$ cat config.mk
export PLATFORM = sky130hd
export DESIGN_NAME = data_serializer_flat
export DESIGN_NICKNAME = d
export VERILOG_FILES = /design/src/rtl/serializer_pkg.sv /design/src/rtl/data_serializer_if.sv /design/src/rtl/ser_bit_counter.sv /design/src/rtl/data_serializer.sv /design/src/flat_wrapper.sv
export SDC_FILE = /design/constraint.sdc
export NUM_CORES = 1
export LEC_CHECK = 0
export ABC_AREA = 1
export BUFFER_PORTS_ARGS = -buffer_cell sky130_fd_sc_hd__buf_2
export CORE_MARGIN = 5
export CORE_UTILIZATION = 45
export DETAILED_ROUTE_END_ITERATION = 10
export PLACE_DENSITY = 0.78
export RECOVER_POWER = 25
export SLEW_MARGIN = 20
export SYNTH_ARGS = -nofsm -noshare
export SYNTH_HDL_FRONTEND = slang
export SYNTH_SLANG_ARGS = --single-unit
$ cat constraint.sdc
create_clock -name fast_clk_in -period 3.33 [get_ports fast_clk_in]
set_clock_uncertainty 0.15 [all_clocks]
set_input_delay 0 -clock fast_clk_in [delete_from_list [all_inputs] [get_ports fast_clk_in]]
set_output_delay 0 -clock fast_clk_in [all_outputs]
set_load 0.01 [all_outputs]
$ cat src/rtl/serializer_pkg.sv
// Shared constants and state type for the histogram readout serializer.
package serializer_pkg;

  localparam int SER_DATA_WIDTH = 24;
  localparam int SER_CNT_W      = $clog2(SER_DATA_WIDTH);

  typedef enum logic {
    IDLE  = 1'b0,
    SHIFT = 1'b1
  } ser_state_e;

endpackage

$ cat src/rtl/data_serializer_if.sv
// Word-in / bit-out bundle between the histogram sequencer (master) and the serializer (slave).
interface data_serializer_if
  import serializer_pkg::*;
#(
  parameter int DATA_WIDTH = SER_DATA_WIDTH
) ();

  logic [DATA_WIDTH-1:0] data_in;
  logic                  serial_out;
  logic                  slow_clk_out;
  logic                  done;

  modport master (
    output data_in,
    input  serial_out,
    input  slow_clk_out,
    input  done
  );

  modport slave (
    input  data_in,
    output serial_out,
    output slow_clk_out,
    output done
  );

endinterface

$ cat src/rtl/ser_bit_counter.sv
// Modulo-DATA_WIDTH bit counter; last_bit and first_half are registered decodes of the count.
module ser_bit_counter
  import serializer_pkg::*;
#(
  parameter int DATA_WIDTH = SER_DATA_WIDTH,
  parameter int CNT_W      = $clog2(DATA_WIDTH)
) (
  input  logic clk,
  input  logic clear,
  input  logic restart,
  output logic last_bit,
  output logic first_half
);

  logic [CNT_W-1:0] cnt;
  logic [CNT_W-1:0] cnt_d;

  // NOTE: every always_comb output gets a default first so no path leaves it unassigned (no latch).
  always_comb begin
    cnt_d = cnt + CNT_W'(1);
    if (restart || last_bit) begin
      cnt_d = '0;
    end
  end

  // Flags are decoded from the next count and registered, so the outputs come straight off flops.
  // NOTE: sequential state uses non-blocking assignments so all flops update together at the edge.
  always_ff @(posedge clk) begin
    if (clear) begin
      cnt        <= '0;
      last_bit   <= 1'b0;
      first_half <= 1'b0;
    end else begin
      cnt        <= cnt_d;
      last_bit   <= (cnt_d == CNT_W'(DATA_WIDTH - 1));
      first_half <= (cnt_d < CNT_W'(DATA_WIDTH / 2));
    end
  end

endmodule

$ cat src/rtl/data_serializer.sv
// Parallel-to-serial converter for the histogram readout path, streaming back-to-back words.
// Define SERIALIZER_LSB_FIRST_EN to shift words out LSB first (default: MSB first).
module data_serializer
  import serializer_pkg::*;
#(
  parameter int DATA_WIDTH = SER_DATA_WIDTH
) (
  input  logic              fast_clk_in,
  input  logic              reset,
  data_serializer_if.slave  bus
);

  if ((DATA_WIDTH < 2) || (DATA_WIDTH % 2 != 0)) begin : g_width_check
    $error("data_serializer: DATA_WIDTH must be even and at least 2");
  end

  ser_state_e            state;
  ser_state_e            state_d;
  logic [DATA_WIDTH-1:0] shift_reg;
  logic                  last_bit;
  logic                  first_half;
  logic                  load;

  always_ff @(posedge fast_clk_in) begin
    if (reset) begin
      state <= IDLE;
    end else begin
      state <= state_d;
    end
  end

  always_comb begin
    state_d = state;
    case (state)
      IDLE:    state_d = SHIFT;
      SHIFT:   state_d = SHIFT;
      default: state_d = IDLE;
    endcase
  end

  ser_bit_counter #(
    .DATA_WIDTH (DATA_WIDTH)
  ) u_bit_counter (
    .clk        (fast_clk_in),
    .clear      (reset),
    .restart    (state == IDLE),
    .last_bit   (last_bit),
    .first_half (first_half)
  );

  // A new word is sampled on the first active edge and on every terminal-count edge.
  assign load = (state == IDLE) || last_bit;

  always_ff @(posedge fast_clk_in) begin
    if (reset) begin
      shift_reg <= '0;
    end else if (load) begin
      shift_reg <= bus.data_in;
    end else begin
`ifdef SERIALIZER_LSB_FIRST_EN
      shift_reg <= shift_reg >> 1;
`else
      shift_reg <= shift_reg << 1;
`endif
    end
  end

  // IDLE is only reachable through reset, which clears shift_reg, so the tap is already 0 there.
`ifdef SERIALIZER_LSB_FIRST_EN
  assign bus.serial_out = shift_reg[0];
`else
  assign bus.serial_out = shift_reg[DATA_WIDTH-1];
`endif
  assign bus.done         = last_bit;
  assign bus.slow_clk_out = first_half;

endmodule

$ cat src/flat_wrapper.sv
// flat-port wrapper written by rule: the top's interface ports become plain ports
module data_serializer_flat import serializer_pkg::*;
#(
  parameter int DATA_WIDTH = SER_DATA_WIDTH
)
  (fast_clk_in, reset, bus_data_in, bus_serial_out, bus_slow_clk_out, bus_done);
  data_serializer_if #(.DATA_WIDTH(DATA_WIDTH)) bus_i ();
  input  logic fast_clk_in;
  input  logic reset;
  input wire logic [$bits(bus_i.data_in)-1:0] bus_data_in;
  output wire logic [$bits(bus_i.serial_out)-1:0] bus_serial_out;
  output wire logic [$bits(bus_i.slow_clk_out)-1:0] bus_slow_clk_out;
  output wire logic [$bits(bus_i.done)-1:0] bus_done;
  assign bus_i.data_in = bus_data_in;
  assign bus_serial_out = bus_i.serial_out;
  assign bus_slow_clk_out = bus_i.slow_clk_out;
  assign bus_done = bus_i.done;
  data_serializer #(.DATA_WIDTH(DATA_WIDTH)) u_core (.fast_clk_in(fast_clk_in), .reset(reset), .bus(bus_i));
endmodule
==> run_results.csv <==
group,metric,value,unit
sta,fin_crit,1.82,ns
cts,cts_tree,"yes",
power_and_ir_drop,ir_worst_vdd,0.000391,V
power_and_ir_drop,powerDensity,481,nW/um^2
layout,seq_area,641,um^2
die,coreArea,2480,um^2
layout,syn_to_final_growth,39.5,%
sta,tns,0,ns
grt,antenna_found_initial,0,
synthesis,synth.avg_cell_area,8.02,um^2
worst_setup_path,r2r_cells,5,
synthesis,ys.warnings.count,0,
layout,diodes,0,
layout,final_cell_area,1620,um^2
worst_setup_path,critPathCaptureType,"register",
layout,multi_input_area,438,um^2
power_and_ir_drop,power_frac_seq,52.7,%
worst_setup_path,critical_path_required,3.45,ns
drt,antenna_left,0,
cts,cts_buffer_depth,2,
layout,fill_cells,224,
power_and_ir_drop,pwr-share-comb,10.7,%
power_and_ir_drop,power_leakage,0.729,nW
drt,post_drt_wl_per_cell,11.2,um
power_and_ir_drop,switching_share,22.2,%
hold_path,hp-start,"bus_data_in[23]",
grt,overflow,0,
die,die_w,60.8,um
synthesis,synthCells,145,
worst_setup_path,timing.rr.end,"u_core.shift_reg[5]$_SDFF_PP0_",
worst_setup_path,crit_chain,"dlygate4sd3_1 > clkbuf_1 > inv_1 > nand2_1 > dlygate4sd3_1 > nor2_1",
drt,drc,0,
worst_setup_path,critical_path.max_fanout,28,
cts,htree_levels,2,
worst_setup_path,start_kind,"input port",
drt,vias_per_cell,4.73,
drt,vias,1087,
worst_setup_path,cpMaxStageDelayCell,"dlygate4sd3_1",
placement,dp_hpwl,1540,um
power_and_ir_drop,p_sw,173,uW
grt,grt_pass1_vias,1010,
sta,hold_viol,0,
sta,period_share,54.5,%
drt,wirelength,2580,um
run_status,run_status,"complete, no violations",
sta,rsz0062_at_grt,"no",
synthesis,yosysSeqAreaShare,55.1,%
sta,worst_slew_pin_slew,0.629,ns
synthesis,syn-cell-area,1160,um^2
grt,grt_use_total,16.0,%
die,initial_core_util,46.9,%
cts,post_cts_buffers,0,
placement,place_ws,1.70,ns
sta,max_freq,551,MHz
worst_setup_path,arrival,1.93,ns
grt,grt_max_degree,31,
sta,maxSlewHeadroom,58.0,%
grt,grt_pass1_wl,4240,um
hold_path,hp-class,"input port to register",
synthesis,synth_seq_cells,32,
sta,slew_violations,0,
drt,dr.pass1.iters,4,
layout,largest_reg_flops,24,
power_and_ir_drop,p_total,780,uW
die,boundaryPins,29,
cts,cts_root_buf,"clkbuf_4",
worst_setup_path,critPathMostFrequentCell,"dlygate4sd3_1",
die,fp-row-count,18,
synthesis,syn_nets,172,
layout,nNetsFinal,226,
worst_setup_path,critPathKind,"input port to register",
synthesis,yosysUniqueCellTypes,18,
cts,clk_pin_slew,0.10,ns
hold_path,hold_path_end,"u_core.shift_reg[23]$_SDFF_PP0_",
sta,setup_ws,1.51,ns
cts,cts_buffers,5,
placement,dpl_cell_area,1290,um^2
cts,cts.sinks,32,
worst_setup_path,crit_path_max_incr_delay,0.58,ns
cts,clk_latency,0.33,ns
hold_path,min_path_cells,4,
die,die_height,60.8,um
die,die_area,3700,um^2
placement,gp_congestion,0.870,
worst_setup_path,r2r_setup_slack,1.69,ns
power_and_ir_drop,clock_power_share,36.6,%
layout,final_util,65.5,%
sta,finalSetupViolCount,0,
worst_setup_path,r2r-start,"u_core.state$_DFF_P_",
layout,drive_above_1_share,18.0,%
power_and_ir_drop,p_int,607,uW
run,drv_cap,0,
placement,portBuffers,28,
drt,first_iter_violations,48,
==> worst max-delay path by stage <==
stage | start | to | slack [ns] | depth (start not counted)
2_1_floorplan | u_core.u_bit_counter.cnt[0]$_SDFF_PP0_ | u_core.u_bit_counter.last_bit$_SDFF_PP0_ | 2.15 | 7
3_3_place_gp | u_core.state$_DFF_P_ | u_core.shift_reg[20]$_SDFF_PP0_ | 1.76 | 5
3_5_place_dp | u_core.u_bit_counter.last_bit$_SDFF_PP0_ | u_core.shift_reg[9]$_SDFF_PP0_ | 1.70 | 4
4_1_cts | u_core.u_bit_counter.last_bit$_SDFF_PP0_ | u_core.shift_reg[1]$_SDFF_PP0_ | 1.70 | 4
5_1_grt | reset | u_core.shift_reg[0]$_SDFF_PP0_ | 1.35 | 6
6_report | reset | u_core.shift_reg[0]$_SDFF_PP0_ | 1.51 | 6
==> cell type report <==
cell class                 instances  area share (%)
tap                               30            2.31
sequential                        32            39.5
clock buffer                       6            2.55
inverter                           9            2.08
multi-input combinational         97            27.0
clock inverter                     2            2.16
timing repair buffer              54            24.4
==> critical path: cells and delay by family <==
family | cells | cell delay [ns]
simple gates | 2 | 0.19
buf+inv | 4 | 1.75
==> power by group through the flow <==
stage          Combinational [mW]  Clock [mW]  Sequential (mW)
2_1_floorplan              0.0410           0            0.419
3_3_place_gp               0.0576           0            0.419
3_5_place_dp               0.0603           0            0.420
4_1_cts                    0.0836       0.293            0.411
5_1_grt                    0.0957       0.308            0.414
6_report                   0.0835       0.285            0.411
==> metrics by stage <==
stage / cells / hold WS (ns)
floorplan: 145 / -0.0791
global placement: 196 / 0.0832
detailed placement: 196 / 0.0867
CTS: 230 / 0.269
global route: 230 / 0.325
finish: 230 / 0.286
==> cells in the mapped netlist, drive strengths merged <==
| cell | instances | area, um^2 |
|---|---|---|
| nor3 | 1 | 10.0 |
| inv | 9 | 33.8 |
| nand2 | 8 | 30.0 |
| nand3 | 6 | 35.0 |
| ha | 1 | 12.5 |
| buf | 6 | 45.0 |
| o21ai | 23 | 115 |
| nand4 | 3 | 18.8 |
| dfxtp | 32 | 641 |
| nor2 | 55 | 216 |
| clkbuf | 1 | 5.00 |
==> cells in the final DEF, fill, tap and decap left out, types with 3 or more instances in the layout <==
cell type / count
nand3_1: 5
o21ai_0: 20
nand4_1: 3
inv_1: 8
dfxtp_1: 32
nand2_1: 8
o21ai_1: 3
clkbuf_4: 5
clkbuf_1: 5
nor2_1: 53
dlygate4sd3_1: 26
buf_2: 24
==> logic make-up after synthesis <==
group,share of synthesized area [%]
fa+ha+maj,1.08
compound gates,9.90
simple gates,26.7
flops,55.1
buf+inv,7.21
==> repair_timing <==
item	4_1_cts	5_1_grt
endpoints found under the hold margin	30	0
hold buffers	26	0
resized for setup	0	0
==> per-layer routing <==
metal	vias up	wire (um)	global-route usage, %
li1	565	-	-
met1	480	1080	17.4
met2	35	1260	27.0
met3	7	180	6.38
met4	0	62	7.43
met5	-	0	0
Note: power is estimated with default switching activity, not from simulation.
